--- config.mk ---
export PLATFORM = sky130hd
export DESIGN_NAME = wb_commit
export DESIGN_NICKNAME = d
export VERILOG_FILES = /design/src/rtl/wb_commit.sv
export SDC_FILE = /design/constraint.sdc
export NUM_CORES = 2
export LEC_CHECK = 0
export ABC_AREA = 1
export CELL_PAD_IN_SITES_DETAIL_PLACEMENT = 1
export CELL_PAD_IN_SITES_GLOBAL_PLACEMENT = 2
export CORE_MARGIN = 2
export CORE_UTILIZATION = 32
export CTS_BUF_LIST = sky130_fd_sc_hd__clkbuf_8
export DETAILED_ROUTE_END_ITERATION = 10
export PLACE_DENSITY = 0.89
export SLEW_MARGIN = 10
export SYNTH_ARGS = -nofsm -noshare
export SYNTH_HDL_FRONTEND = slang
export SYNTH_SLANG_ARGS = --single-unit
--- constraint.sdc ---
create_clock -name clk -period 39.9 [get_ports clk]
set_input_delay 5.985 -clock clk [delete_from_list [all_inputs] [get_ports clk]]
set_output_delay 5.985 -clock clk [all_outputs]
set_load 0.1 [all_outputs]
--- src/rtl/wb_commit.sv ---
// Writeback commit: architectural GPR file + HI/LO with same-cycle bypass and a saturating commit counter.
// Reads are combinational (0 cycles), writes land at the next edge; the block never backpressures the pipeline.
module wb_commit #(
   parameter int CNT_W = 32
) (
   input  logic             clk,
   input  logic             rst,
   input  logic             wb_wreg,
   input  logic [4:0]       wb_wd,
   input  logic [31:0]      wb_wdata,
   input  logic             hilo_en_i,
   input  logic [31:0]      hi_i,
   input  logic [31:0]      lo_i,
   input  logic             stall,
   input  logic             re1,
   input  logic [4:0]       raddr1,
   output logic [31:0]      rdata1,
   input  logic             re2,
   input  logic [4:0]       raddr2,
   output logic [31:0]      rdata2,
   output logic [31:0]      hi_o,
   output logic [31:0]      lo_o,
   input  logic             cnt_clr,
   output logic [CNT_W-1:0] commit_cnt
);

   logic [31:0] gpr [32];
   logic [31:0] hi_q;
   logic [31:0] lo_q;
   logic        wr_ok;
   logic        commit_ev;

   assign wr_ok     = wb_wreg && (wb_wd != 5'd0);
   assign commit_ev = (wr_ok || hilo_en_i) && !stall;

   // Writes ignore stall: MEM/WB holds its fields, so a held write just rewrites the same value.
   always_ff @(posedge clk or posedge rst) begin
      if (rst) begin
         for (int i = 0; i < 32; i++) begin
            gpr[i] <= 32'd0;
         end
      end else if (wr_ok) begin
         gpr[wb_wd] <= wb_wdata;
      end
   end

   always_ff @(posedge clk or posedge rst) begin
      if (rst) begin
         hi_q <= 32'd0;
         lo_q <= 32'd0;
      end else if (hilo_en_i) begin
         hi_q <= hi_i;
         lo_q <= lo_i;
      end
   end

   always_ff @(posedge clk or posedge rst) begin
      if (rst) begin
         commit_cnt <= '0;
      end else if (cnt_clr) begin
         commit_cnt <= '0;
      end else if (commit_ev && (commit_cnt != {CNT_W{1'b1}})) begin
         commit_cnt <= commit_cnt + 1'b1;
      end
   end

   always_comb begin
      rdata1 = 32'd0;
      if (re1 && (raddr1 != 5'd0)) begin
         rdata1 = (wr_ok && (wb_wd == raddr1)) ? wb_wdata : gpr[raddr1];
      end
   end

   always_comb begin
      rdata2 = 32'd0;
      if (re2 && (raddr2 != 5'd0)) begin
         rdata2 = (wr_ok && (wb_wd == raddr2)) ? wb_wdata : gpr[raddr2];
      end
   end

   assign hi_o = hilo_en_i ? hi_i : hi_q;
   assign lo_o = hilo_en_i ? lo_i : lo_q;

endmodule

Word-level counts from Yosys, hierarchy flattened
Index checks and enable logic that the tools add are counted.

Bitwise gates (word level): 3. Equality and inequality tests: 3. Muxes and demuxes: 17. Magnitude comparators: 4. Reductions and logical operators: 14. Add/sub/neg operators: 1.

Operators by type and width (count): bitwise mux 1024 bit (1); two-way mux 32 bit (13); binary-select mux 32 bit (select 5 bit) (2); demux 32 bit (select 5 bit) (1); adder 32 x 1 -> 32 bit, second input constant (1); inequality test 32 bit, second input constant (1); greater-or-equal comparator 6 bit, second input constant (3); inverter 5 -> 6 bit (3); nonzero test 5 bit (3); equality test 5 bit (2); logical AND 1 bit (8); less-than comparator 6 x 1 -> 1 bit, second input constant (1); nonzero test 2 bit (1); logical NOT 1 bit (1); logical OR 1 bit (1).

Bits of input ports: 119. Flip-flop bits (word level): 1120. Word-level logic and storage cells: 77.

Logic depth before layout (Yosys ltp)
Word-level depth: 7. Gate-level depth with buffers: 12. Depth with buffers taken out: 11.

Worst setup path before layout
No wires, ideal clock.

Path type: input -> output. Start: input port raddr1[1]. End: output port rdata1[4]. Data required time: 33915 ps. Stages: 11. Arrival time: 8530 ps. Path slack: 25385 ps. Cells stage by stage: buf_2 > inv_1 > buf_2 > buf_2 > buf_2 > nand3_1 > nand3_1 > nand3_1 > nand2_1 > nand2_1 > a21oi_1.

Word-level cells in the longest chain between the ends: 6. Elaborated cells on any way between the ends: 10. Those cells by class: eq/ne (1); mux (5); bitwise (1); reduce/logical (3).

RTL lines: start: declaration (line 16) `input logic [4:0] raddr1,`; inverter 5 -> 6 bit (not written as such) (line 70) `rdata1 = (wr_ok && (wb_wd == raddr1)) ? wb_wdata : gpr[raddr1];`; binary-select mux 32 bit (select 5 bit) (line 70); two-way mux 32 bit (not written as such) (2 in series) (line 70); two-way mux 32 bit (line 70); two-way mux 32 bit (*) (line 69) `if (re1 && (raddr1 != 5'd0)) begin`; end: declaration (line 17) `output logic [31:0] rdata1,`.

Mark *: on every way between the ends. The rest lies on a longest branch, timed or not. The select of a mux whose other input is x is not followed.

Worst setup path after layout
Start: input port raddr2[2]. End: output port rdata2[24].

Word-level cells in the longest chain between the ends: 6. Elaborated cells on any way between the ends: 10. Those cells by class: eq/ne (1); mux (5); bitwise (1); reduce/logical (3).

RTL lines: start: declaration (line 19) `input logic [4:0] raddr2,`; inverter 5 -> 6 bit (not written as such) (line 77) `rdata2 = (wr_ok && (wb_wd == raddr2)) ? wb_wdata : gpr[raddr2];`; binary-select mux 32 bit (select 5 bit) (line 77); two-way mux 32 bit (not written as such) (2 in series) (line 77); two-way mux 32 bit (line 77); two-way mux 32 bit (*) (line 76) `if (re2 && (raddr2 != 5'd0)) begin`; end: declaration (line 20) `output logic [31:0] rdata2,`.

Marked as above.

==> flow_summary_export.csv <==
group,metric,value,unit
floorplanning,core-area,0.1974,sq mm
yosys,netlist_area,0.06355,sq mm
run_status,outcome,"finished clean",
floorplanning,io_pins,279,
power_and_ir_drop,netSwitchingFraction,35.57,%
cells_and_area,post_route_cells_drive_above_1_share,5.037,%
yosys,netlist_top_cells_area,"sky130_fd_sc_hd__dfrtp_1, sky130_fd_sc_hd__nand2_1, sky130_fd_sc_hd__nand3_1, sky130_fd_sc_hd__o21ai_0, sky130_fd_sc_hd__inv_1",
sta,setup_repair_after_global_routing_missed_its_margin,"no",
clock_tree,tritoncts,"built",
sta,layout_min_cycle_time,17.73,ns
power_and_ir_drop,p_per_area,47.54,mW/mm^2
power_and_ir_drop,share_comb_of_total_power,23.1,%
global_route,grt_pass1_wl,422.3,mm
global_route,track_usage,27.13,%
clock_tree,clock_latency_on_the_worst_skew_pair,0.99,ns
clock_tree,clk_pin_slew_worst_paths,0.05,ns
clock_tree,post_cts_setup_buffers,0,
routing,drt_drc_violations_left,0,
cells_and_area,final_cell_area,0.07173,sq mm
floorplanning,num_rows,163,
sta,setup_viol,0,
sta,maxSlewViolCount,0,
worst_setup_path,setup.worst_path.start,"raddr2[2]",
power_and_ir_drop,internal-power,2197,uW
clock_tree,cts_inserted_buffers,208,
floorplanning,floorplan.initialDensity,32.19,%
sta,final_critical_path_setup_slack,22.17,ns
global_route,grt_overflow_total,0,
cells_and_area,fin_util,36.33,%
worst_setup_path,r2r_start,"commit_cnt[0]",
clock_tree,hold_fix_buffers_at_cts,0,
clock_tree,cts.path.max_buffers,3,
job,max_cap_violations,0,
power_and_ir_drop,vdd_ir_drop_max,0.00003019,V
power_and_ir_drop,total_switching_power,1213,uW
routing,wirelength,278.2,mm
routing,vias,64574,
worst_setup_path,worst-endpoint-arrival,11.74,ns
global_route,first_global_vias,66837,
sta,finalSetupTns,0,ns
power_and_ir_drop,sequentialPowerShare,42.8,%
sta,whs,0.3748,ns
routing,total_iterations_of_the_first_detailed_routing_run,5,
clock_tree,cts_root_buffer,"sky130_fd_sc_hd__clkbuf_8",
yosys,synth_edf_count,0,
worst_setup_path,path_max_fanout,35,
cells_and_area,layout.filler_cells,25054,
yosys,synth_async_sr_flop_share,100.0,%
global_route,grt_max_degree,178,
global_route,grt_antenna_before_repair,21,
yosys,synth_top_area_share,44.10,%
yosys,syn-instance-count,9390,
yosys,synth_seq_cells,1120,
place,buffer_ports.inserted,278,
sta,slew_headroom,20.25,%
floorplanning,die-width,449.6,um
place,gp_routability_congestion,0.8693,
power_and_ir_drop,power.share.clock,34.0,%
routing,wire_per_inst,23.10,um
power_and_ir_drop,p_leak,0.03435,uW
clock_tree,h_tree_level_count,4,
yosys,synthFlopType,"sky130_fd_sc_hd__dfrtp_1",
clock_tree,cts_repair_resize_count,0,
yosys,synthDominantAreaCellType,"sky130_fd_sc_hd__dfrtp_1",
place,post_placement_worst_setup_slack,22.30,ns
yosys,syn-num-nets,9510,
cells_and_area,layout_area_overhead,12.87,%
yosys,ys_seq_area_share,44.10,%
routing,antenna_viol_nets_final,0,
sta,actual_transition_at_the_worst_max_transition_pin,1.196,ns
worst_setup_path,worst-setup-path-type,"in2out",
yosys,ys_warn_count,0,
sta,hold_viol_final,0,
place,placed_area,0.06746,sq mm
place,place.detailed.hpwl,164.2,mm
worst_setup_path,cp_data_required_time,33.91,ns
yosys,synthDistinctLibCells,32,
sta,period_share,44.43,%
yosys,synthesis.area_per_instance,6.768,sq um
cells_and_area,nets,9351,
worst_hold_path,worstHoldStart,"gpr[1006]",
clock_tree,clock_sink_count,1120,
sta,max_clock_freq,56.41,MHz
worst_hold_path,timing.hold.worst.class,"reg2reg",
routing,post_dr_vias_cell,5.361,
worst_setup_path,crit_path_start_kind,"primary input",
routing,dr.first_iter.drc_count,4921,
floorplanning,die_area,0.2022,sq mm
floorplanning,die_y,449.6,um
worst_setup_path,end_kind,"output port",
sta,worst_clock_skew,0.02018,ns
## worst max-delay path, cell delays in order
cell                              delay, ns
sky130_fd_sc_hd__buf_4                 0.29
sky130_fd_sc_hd__inv_4                 0.61
sky130_fd_sc_hd__buf_4                 0.72
sky130_fd_sc_hd__nand2_2               0.15
sky130_fd_sc_hd__buf_4                 0.39
sky130_fd_sc_hd__nor2_4                0.75
sky130_fd_sc_hd__buf_4                 0.49
sky130_fd_sc_hd__nand2_1               0.11
sky130_fd_sc_hd__nand3_1               0.09
sky130_fd_sc_hd__nor2_1                0.06
sky130_fd_sc_hd__nand2_1               0.07
sky130_fd_sc_hd__nand2_1               0.06
sky130_fd_sc_hd__a21oi_1               0.60
sky130_fd_sc_hd__clkdlybuf4s50_1       1.28
## registers in the layout, summed over array words and instances, names as in the netlist
register and cells:
commit_cnt 32, hi_q 32, lo_q 32, gpr 1024
## cells by family (layout without fill, tap and decap cells)
logic type,after synthesis,after routing,synth area share [%]
AOI/OAI and AO/OA,1524,1524,12.45
DFF,1120,1120,44.10
other,0,14,0
buffers and inverters,1484,1485,9.474
and+or+nand+nor,5238,5238,33.63
adders and majority gates,1,1,0.01968
xor gates and xnor gates,23,23,0.3170
## layer usage
layer / global-route usage (%) / routed length (um) / vias to the layer above / part of all wire, %
li1: - / - / 29530 / -
met1: 33.53 / 115000 / 32370 / 41
met2: 45.01 / 130800 / 1996 / 47
met3: 4.228 / 16060 / 672 / 5.8
met4: 15.39 / 16330 / 6 / 5.9
met5: 0 / 39 / - / 0.014
## layout by cell type (no fill, tap or decap), types with 6 or more instances in the layout
cell type                            n
sky130_fd_sc_hd__nand3_1          1193
sky130_fd_sc_hd__clkinv_2           13
sky130_fd_sc_hd__clkbuf_8          264
sky130_fd_sc_hd__o211ai_1          115
sky130_fd_sc_hd__inv_2              14
sky130_fd_sc_hd__xnor2_1            12
sky130_fd_sc_hd__nor3_2              6
sky130_fd_sc_hd__clkdlybuf4s50_1   267
sky130_fd_sc_hd__nand2_4            28
sky130_fd_sc_hd__nor2_4              9
sky130_fd_sc_hd__dfrtp_1          1120
sky130_fd_sc_hd__inv_1             798
sky130_fd_sc_hd__nand2_1          3511
sky130_fd_sc_hd__a21oi_1           167
sky130_fd_sc_hd__o21ai_0          1159
sky130_fd_sc_hd__nor2_1            476
sky130_fd_sc_hd__diode_2            14
sky130_fd_sc_hd__o21ai_1            83
sky130_fd_sc_hd__inv_8               6
sky130_fd_sc_hd__buf_12              8
sky130_fd_sc_hd__xor2_1             11
sky130_fd_sc_hd__buf_4              90
## path summary, 6_finish.rpt
path / endpoint / slack [ns] / depth (start not counted)
setup / recovery: rdata2[24] / 22.17 / 14
hold / removal: gpr[1006] / 0.37 / 0
setup reg to reg: commit_cnt[31] / 37.03 / 11
hold reg to reg: gpr[1006] / 0.37 / 0
max in group asynchronous: lo_q[9] / 30.98 / 5
min in group asynchronous: lo_q[28] / 5.65 / 2
## cell type report
| type | instances | area [sq um] | share of cell area [%] |
|---|---|---|---|
| Antenna cell | 14 | 35.03 | 0.04884 |
| Clock buffer | 264 | 3633 | 5.066 |
| Clock inverter | 106 | 603.1 | 0.8408 |
| Inverter | 743 | 2834 | 3.951 |
| Multi-Input combinational cell | 6786 | 29710 | 41.42 |
| Sequential cell | 1120 | 28030 | 39.07 |
| Tap cell | 2640 | 3303 | 4.605 |
| Timing Repair Buffer | 372 | 3583 | 4.996 |
## power by group through the flow
stage	clock network, uW	registers [uW]	logic, uW
floorplan	0	1450	570
global placement	0	1460	755
detailed placement	0	1480	784
CTS	1190	1460	788
global route	1230	1490	890
finish	1160	1460	789
## cell usage after synthesis (2+ instances only)
cell / number
sky130_fd_sc_hd__nand2_1: 3520
sky130_fd_sc_hd__nand3_1: 1193
sky130_fd_sc_hd__o21ai_0: 1159
sky130_fd_sc_hd__dfrtp_1: 1120
sky130_fd_sc_hd__inv_1: 728
sky130_fd_sc_hd__nor2_1: 481
sky130_fd_sc_hd__clkbuf_1: 406
sky130_fd_sc_hd__buf_2: 261
sky130_fd_sc_hd__a21oi_1: 167
sky130_fd_sc_hd__o211ai_1: 115
sky130_fd_sc_hd__o21ai_1: 83
sky130_fd_sc_hd__buf_1: 48
sky130_fd_sc_hd__nand2_2: 23
sky130_fd_sc_hd__buf_4: 18
sky130_fd_sc_hd__xnor2_1: 12
sky130_fd_sc_hd__inv_2: 11
sky130_fd_sc_hd__xor2_1: 11
sky130_fd_sc_hd__buf_6: 7
sky130_fd_sc_hd__nor3_2: 6
sky130_fd_sc_hd__nor3_4: 4
sky130_fd_sc_hd__clkinv_1: 3
sky130_fd_sc_hd__nor2_4: 3
sky130_fd_sc_hd__nor2_2: 2
## stage by stage
stage               total power, uW  std cells
finish                         3410      12045
global route                   3606      12042
CTS                            3433      12031
detailed placement             2259      11661
global placement               2220      11661
floorplan                      2021       9390
Power figures use the tool's default switching activity.
